<file path="src/rtl/conv_data_feeder_pkg.sv">
// rtl/conv_data_feeder_pkg.sv - shared widths and FSM encoding for the conv data feeder
package conv_data_feeder_pkg;

    localparam int BIT_WIDTH   = 8;
    localparam int NUM_CHANNEL = 3;
    localparam int NUM_KERNEL  = 4;
    localparam int NUM_WEIGHT  = 9;
    localparam int ADDR_WIDTH  = 12;
    localparam int WADDR_WIDTH = 4;
    localparam int REG_WIDTH   = 32;

    localparam int PIX_WIDTH = BIT_WIDTH * NUM_CHANNEL;
    localparam int WGT_WIDTH = PIX_WIDTH * NUM_KERNEL;

    typedef enum logic [2:0] {
        S_IDLE,
        S_LOAD_W,
        S_STREAM,
        S_FLUSH,
        S_DONE
    } state_t;

endpackage

</file>
<file path="src/rtl/conv_data_feeder.sv">
// rtl/conv_data_feeder.sv - loads one 3x3 weight set, then streams pixels to the conv engine on request
module conv_data_feeder
    import conv_data_feeder_pkg::*;
(
    input  logic                   clk,
    input  logic                   rst,
    input  logic                   i_start,
    input  logic [ADDR_WIDTH-1:0]  i_conf_base,
    input  logic [REG_WIDTH-1:0]   i_conf_npix,
    output logic                   o_busy,
    output logic                   o_done,
    output logic                   o_mem_en,
    output logic [ADDR_WIDTH-1:0]  o_mem_addr,
    input  logic [PIX_WIDTH-1:0]   i_mem_rdata,
    output logic                   o_wmem_en,
    output logic [WADDR_WIDTH-1:0] o_wmem_addr,
    input  logic [WGT_WIDTH-1:0]   i_wmem_rdata,
    input  logic                   i_data_req,
    output logic [PIX_WIDTH-1:0]   o_data,
    output logic                   o_data_val,
    output logic [WGT_WIDTH-1:0]   o_weight,
    output logic                   o_weight_val
);

    state_t                 state, state_nx;
    logic [ADDR_WIDTH-1:0]  base_q;
    logic [REG_WIDTH-1:0]   npix_q;
    logic [REG_WIDTH-1:0]   pcnt;
    logic [WADDR_WIDTH-1:0] wcnt;
    logic                   p_inflight;
    logic                   w_inflight;
    logic [PIX_WIDTH-1:0]   data_hold;
    logic [WGT_WIDTH-1:0]   weight_hold;
    logic                   rd_fire;
    logic                   last_w;
    logic                   last_rd;

    assign last_w  = (wcnt == WADDR_WIDTH'(NUM_WEIGHT - 1));
    assign last_rd = ((pcnt + REG_WIDTH'(1)) == npix_q);

    always_comb begin
        state_nx = state;
        rd_fire  = 1'b0;
        case (state)
            S_IDLE:   if (i_start) state_nx = S_LOAD_W;
            S_LOAD_W: if (last_w) state_nx = (npix_q == '0) ? S_FLUSH : S_STREAM;
            S_STREAM: begin
                rd_fire = i_data_req && (pcnt < npix_q);
                if (rd_fire && last_rd) state_nx = S_FLUSH;
            end
            S_FLUSH:  state_nx = S_DONE;
            S_DONE:   state_nx = S_IDLE;
            default:  state_nx = S_IDLE;
        endcase
    end

    assign o_busy      = (state != S_IDLE);
    assign o_done      = (state == S_DONE);
    assign o_wmem_en   = (state == S_LOAD_W);
    assign o_wmem_addr = o_wmem_en ? wcnt : '0;
    assign o_mem_en    = rd_fire;
    assign o_mem_addr  = rd_fire ? (base_q + pcnt[ADDR_WIDTH-1:0]) : '0;

    // Memory data is passed straight through in the return cycle and captured so it holds afterwards.
    assign o_data_val   = p_inflight;
    assign o_data       = p_inflight ? i_mem_rdata : data_hold;
    assign o_weight_val = w_inflight;
    assign o_weight     = w_inflight ? i_wmem_rdata : weight_hold;

    always_ff @(posedge clk) begin
        if (rst) begin
            state       <= S_IDLE;
            base_q      <= '0;
            npix_q      <= '0;
            pcnt        <= '0;
            wcnt        <= '0;
            p_inflight  <= 1'b0;
            w_inflight  <= 1'b0;
            data_hold   <= '0;
            weight_hold <= '0;
        end else begin
            state      <= state_nx;
            p_inflight <= rd_fire;
            w_inflight <= o_wmem_en;
            if (p_inflight) data_hold <= i_mem_rdata;
            if (w_inflight) weight_hold <= i_wmem_rdata;
            if (state == S_IDLE && i_start) begin
                base_q <= i_conf_base;
                npix_q <= i_conf_npix;
                pcnt   <= '0;
                wcnt   <= '0;
            end
            if (o_wmem_en) wcnt <= wcnt + WADDR_WIDTH'(1);
            if (rd_fire) pcnt <= pcnt + REG_WIDTH'(1);
        end
    end

endmodule

</file>
<file path="config.mk">
export PLATFORM = sky130hd
export DESIGN_NAME = conv_data_feeder
export DESIGN_NICKNAME = d
export VERILOG_FILES = /design/src/rtl/conv_data_feeder_pkg.sv /design/src/rtl/conv_data_feeder.sv
export SDC_FILE = /design/constraint.sdc
export NUM_CORES = 1
export LEC_CHECK = 0
export BUFFER_PORTS_ARGS = -buffer_cell sky130_fd_sc_hd__buf_4
export CORE_ASPECT_RATIO = 0.75
export CORE_MARGIN = 2
export CORE_UTILIZATION = 30
export DETAILED_ROUTE_END_ITERATION = 8
export PLACE_DENSITY_LB_ADDON = 0.12
export SLEW_MARGIN = 10
export SYNTH_ARGS = -nofsm -noshare
export SYNTH_HDL_FRONTEND = slang
export SYNTH_SLANG_ARGS = --single-unit
</file>
<file path="constraint.sdc">
create_clock -name clk -period 3 [get_ports clk]
set_input_delay 0.9 -clock clk [delete_from_list [all_inputs] [get_ports clk]]
set_output_delay 0.9 -clock clk [all_outputs]
set_load 0.02 [all_outputs]
</file>
======== Word level (Yosys, flattened, before mapping) ========
Index checks and enable logic that the tools add are counted.
Widths: inputs -> output; s select.
word-level totals
  ROM bits ................................ 0
  input bits .............................. 168
  output and inout port bits .............. 142
  logic and storage cells ................. 45
  latch bits .............................. 0
  bits in writable memories ............... 0
  memories kept ........................... 0
  register bits after elaboration ......... 205
operators by class
  equal/unequal tests ..................... 9
  bitwise logic cells ..................... 0
  mux-type cells .......................... 14
  add/subtract/negate cells ............... 3
  reductions and logical operators ........ 9
  magnitude comparators ................... 1
  divide/modulo/power cells ............... 0
  $mul .................................... 0
  shifts and indexed selects .............. 0
operators by type and width
  operator               count
  $mux 96                1
  $mux 32                2
  $add 32x1->32 const B  1
  $eq 32x32->1           1
  $logic_not 32->1       1
  $lt 32x32->1           1
  $mux 24                1
  $add 12x12->12         1
  $mux 12                1
  $mux 4                 3
  $pmux 3 s4             1
  $mux 3                 3
  $eq 3x2->1 const B     2
  $add 4x1->4 const B    1
  $eq 4x4->1 const B     1
  $ne 2x2->1 const B     2
  $reduce_bool 2->1      2
  $eq 3x1->1 const B     1
  $eq 3x3->1 const B     1
  $logic_and 1x1->1      3
  $logic_not 3->1        1
  $reduce_and 3->1       1
  $reduce_bool 3->1      1
  $mux 1                 2
  $ne 2x1->1 const B     1

======== Logic depth before layout (Yosys ltp) ========
  depth in word-level cells ............... 5
  depth in mapped cells ................... 11
  gate-level depth less buffers ........... 10

======== Worst setup path before layout ========
No wires, ideal clock.
  kind .................................... reg2out
  start point ............................. register npix_q[6]
  end point ............................... output port o_mem_addr[10]
  required time ........................... 2.100 ns
  setup slack ............................. -0.425 ns
  arrival time ............................ 2.525 ns
  stages on the path, launching flop included .. 11
  buffers on the path ..................... 2
  cell sequence ........................... dfxtp_1 > inv_1 > ha_1 > a2111oi_0 > nand2_1 > o211ai_1 > a31oi_1 > or3_1 > buf_2 > buf_1 > a31oi_1
between the ends
  word-level cells in the longest chain between the ends .. 4
RTL lines
  item                    line                    text
  from (decl)             conv_data_feeder.sv:27  logic [REG_WIDTH-1:0] npix_q;
  from (signal assigned)  conv_data_feeder.sv:89  npix_q <= i_conf_npix;
  $lt 32x32->1            conv_data_feeder.sv:48  rd_fire = i_data_req && (pcnt < npix_q);
  $logic_and 1x1->1       conv_data_feeder.sv:48
  $mux 1                  conv_data_feeder.sv:44  case (state)
  $mux 12                 conv_data_feeder.sv:62  assign o_mem_addr = rd_fire ? (base_q + pcnt[ADDR_WIDTH-1:0]) : '0;
  to (decl)               conv_data_feeder.sv:13  output logic [ADDR_WIDTH-1:0] o_mem_addr,
No other way between the ends.

======== Worst setup path after layout ========
  start point ............................. register npix_q[22]
  end point ............................... output port o_mem_addr[0]
The elaborated chain is that of the path after synthesis.

==> metrics <==
ys flop type=dfxtp_1; final setup fails=13; GPL Wtd Cong=0.8729; largest cells by area after synthesis=dfxtp_1 (39%), mux2_2 (13%), nor2b_1 (7.3%); core area=34770 sq um; Multi-input gate area=6434 sq um; vias in the first global route=9484; worst vdd ir=642.8 uV; Final min period=3.706 ns; register area share after synthesis=38.67%; reg2reg end=pcnt[26]; DRC viols=0; Max clock buf depth=3; Internal Pwr Total=5.716 mW; Syn. warnings=0; failing checks=negative setup slack; total power draw=7.982 mW; setup_tns=-8.570 ns; Post-DP HPWL=27.22 mm; I/O pin count=310; Yosys cell types=68; Crit path largest cell delay=0.38 ns; Clk Latency, worst-skew pair=0.53 ns; post-synthesis cell count=1174; port bufs=309; delay-heaviest family, CP=simple AND/OR/NAND/NOR gates; Hold Fails Final Rpt=0; register area=4129 sq um; Starting Density=30.53%; Final #Nets=between 1500 and 2000; WL/cell=17.52 microns; CP Capture Point=o_mem_addr[0]; Sw Share=28.40%; via count=between 9000 and 10000; Leakage Power=6.866 nW; WHS=between 0.4 and 0.5 ns; final worst slack=-0.7061 ns; layout cells sized above 1=44.23%; area grow syn2layout=47.49%; Die ar.=36920 sq um; Slowest-stage cell, CP=nor4_2; syn avg cell area=9.041 sq um; commonest non-fill, non-tap cell in the layout=buf_4; initial antenna violation count=0; Reg-to-Reg Start=npix_q[22]; busiest grt layer=met2; Final ANT Viol Nets=0; startpoint types=register; Cell Area, Synth=between 10000 and 15000 sq um; Tot GR Track Use=18.79%; Vert. Die Dim=166.9 microns; met2 Resource Use GR=28.99%; first-pass GRT wire length=55.37 mm; Final period util=123.5%; Comb pwr share=~24%; async set or reset register ratio after synthesis=0%; Sw Pwr=2.267 mW; Detailed Route WL=between 30 and 40 mm; number of synthesized register bits=just over 200; grt ovf=0; CTS Sinks=205; CP Class=register to primary output; critical path depth in cells=11; worst r2r path cells=12; most frequent cells in the layout=buf_4 (430), dfxtp_1 (187), nand2_1 (131); pin count of the biggest net entering global routing=92; Pre-antenna DRT Iters=7; Fill cells=3434; row cnt=59; grt met3 use=3.723%; Worst-path clk slew=0.06 ns; RSZ-0062 raised after global routing=true; clk root buf=clkbuf_16; CP max FO=4; Yosys top cell area share=38.67%; initial DRC count=727; Slew Limit Fails=0; clock skew=0.01286 ns; routed vias/inst=4.767; reg2reg setup slack=0.08 ns; crit end category=primary output; most frequent CP cell=buf_6; # diodes=0; number of flops mapped to enable cells by yosys=0; Die X=221.2 microns; worst path cell trace=inv_2, ha_4, nand4_1, nor4_2, o211ai_1, a31oi_2, or3_4, buf_6, inv_6, and2_4, buf_6; worst setup path start=npix_q[22]; H-Tree Depth=1; Global Route met1 Usage=26.70%; crit path DAT=2.81 ns; Buf+Inv Stages, Crit Path=4; CTS Hold Buffers Added=0; Syn Nets=between 1000 and 1500; status=finished with violations; worst min path class=register to register; CTS tree=done; Num CTS Buffers=23; Finished Core Util=a little under half; P per Cell Area=around 510 nW/um^2; fmax=around 270 MHz; Clock Power Share=38.8%; maxcap violations=0; register share of total power=37.1%; Worst EP required=2.10 ns; actual slew at the worst max-slew pin=0.5981 ns; worst rel slew slack=60.13%; cell taking the most area after synthesis=dfxtp_1
[tightest hold or removal path: cells and delay by family (launching register included)]
kind	cells	cell delay, ns
AOI/OAI and AO/OA	1	0.05
and+or+nand+nor	1	0.05
DFF	1	0.32
[state kept, by name, indices dropped and copies added, names as in the netlist]
signal and cells:
base_q 12, state 3, weight_hold 96, o_weight_val 1, npix_q 32, pcnt 32, wcnt 4, data_hold 24
o_data_val 1
[metrics by stage]
stage / std cells / cell area, sq um / worst slack (ns)
6_report: 2051 / 15660 / -0.7061
5_1_grt: 2051 / 15660 / -0.8478
4_1_cts: 2050 / 15530 / -0.7411
3_5_place_dp: 2005 / 14490 / -0.3776
3_3_place_gp: 2005 / 14490 / -0.3598
2_1_floorplan: 1174 / 10800 / -0.08870
[power by group through the flow]
stage                     sequential (mW)  clock, mW  combinational (mW)
final                                2.96       3.10                1.93
after global placement               3.01          0                1.89
after global routing                 2.98       3.32                2.07
after CTS                            2.96       3.21                1.92
after detailed placement             3.02          0                1.89
after floorplan                      3.01          0                1.04
[Yosys cell counts (all sizes together), types with 5 or more instances]
cell     number
dfxtp       205
nand2       132
nor2b       124
mux2        121
a21oi        87
clkbuf       46
ha           46
inv          44
a31oi        37
xnor2        33
nor2         32
buf          28
nand3        24
nand4        24
nor4         22
xor2         22
o21ai        20
nor3         17
and2         11
and3         10
nand2b        8
and4          6
o21bai        6
o31ai         6
a2111oi       5
a211oi        5
or3           5
[logic make-up (layout without fill, tap and decap cells)]
family,Yosys count,count (layout),share of synthesized area (%)
muxes,125,125,13.21
AOI/OAI and AO/OA,191,191,10.86
DFF,205,205,38.67
buffers and inverters,119,539,4.456
and+or+nand+nor,431,431,22.45
adders and majority gates,47,47,5.611
xor gates and xnor gates,56,56,4.751
[routing by layer]
layer / share of wire (%) / up-vias
met5: 0 / -
met4: 2.2 / 0
met3: 6.3 / 50
met2: 44 / 261
met1: 47 / 4576
li1: - / 4890
[area by class of cell]
| class | count | share of cell area [%] |
|---|---|---|
| Multi-Input combinational cell | 850 | 41.10 |
| Sequential cell | 205 | 26.37 |
| Timing Repair Buffer | 452 | 22.51 |
| Clock buffer | 33 | 4.300 |
| Tap cell | 457 | 3.652 |
| Inverter | 45 | 1.111 |
| Clock inverter | 9 | 0.9511 |
[what timing repair did]
item | in CTS | in global routing
pin swaps | 13 | 10
cloned | 0 | 1
setup endpoints to repair | 18 | 15
resized for setup | 48 | 24
endpoints found under the hold margin | 0 | 0
buffers inserted | 3 | 0
[worst min path at each step]
stage	startpoint	end	slack [ns]	depth (start not counted)
6_report	npix_q[18]	npix_q[18]	0.46	2
5_1_grt	npix_q[18]	npix_q[18]	0.48	2
4_1_cts	base_q[7]	base_q[7]	0.46	2
3_5_place_dp	base_q[7]	base_q[7]	0.45	2
3_3_place_gp	base_q[4]	base_q[4]	0.45	2
2_1_floorplan	npix_q[18]	npix_q[18]	0.44	2
Note: power is estimated with default switching activity, not from simulation.
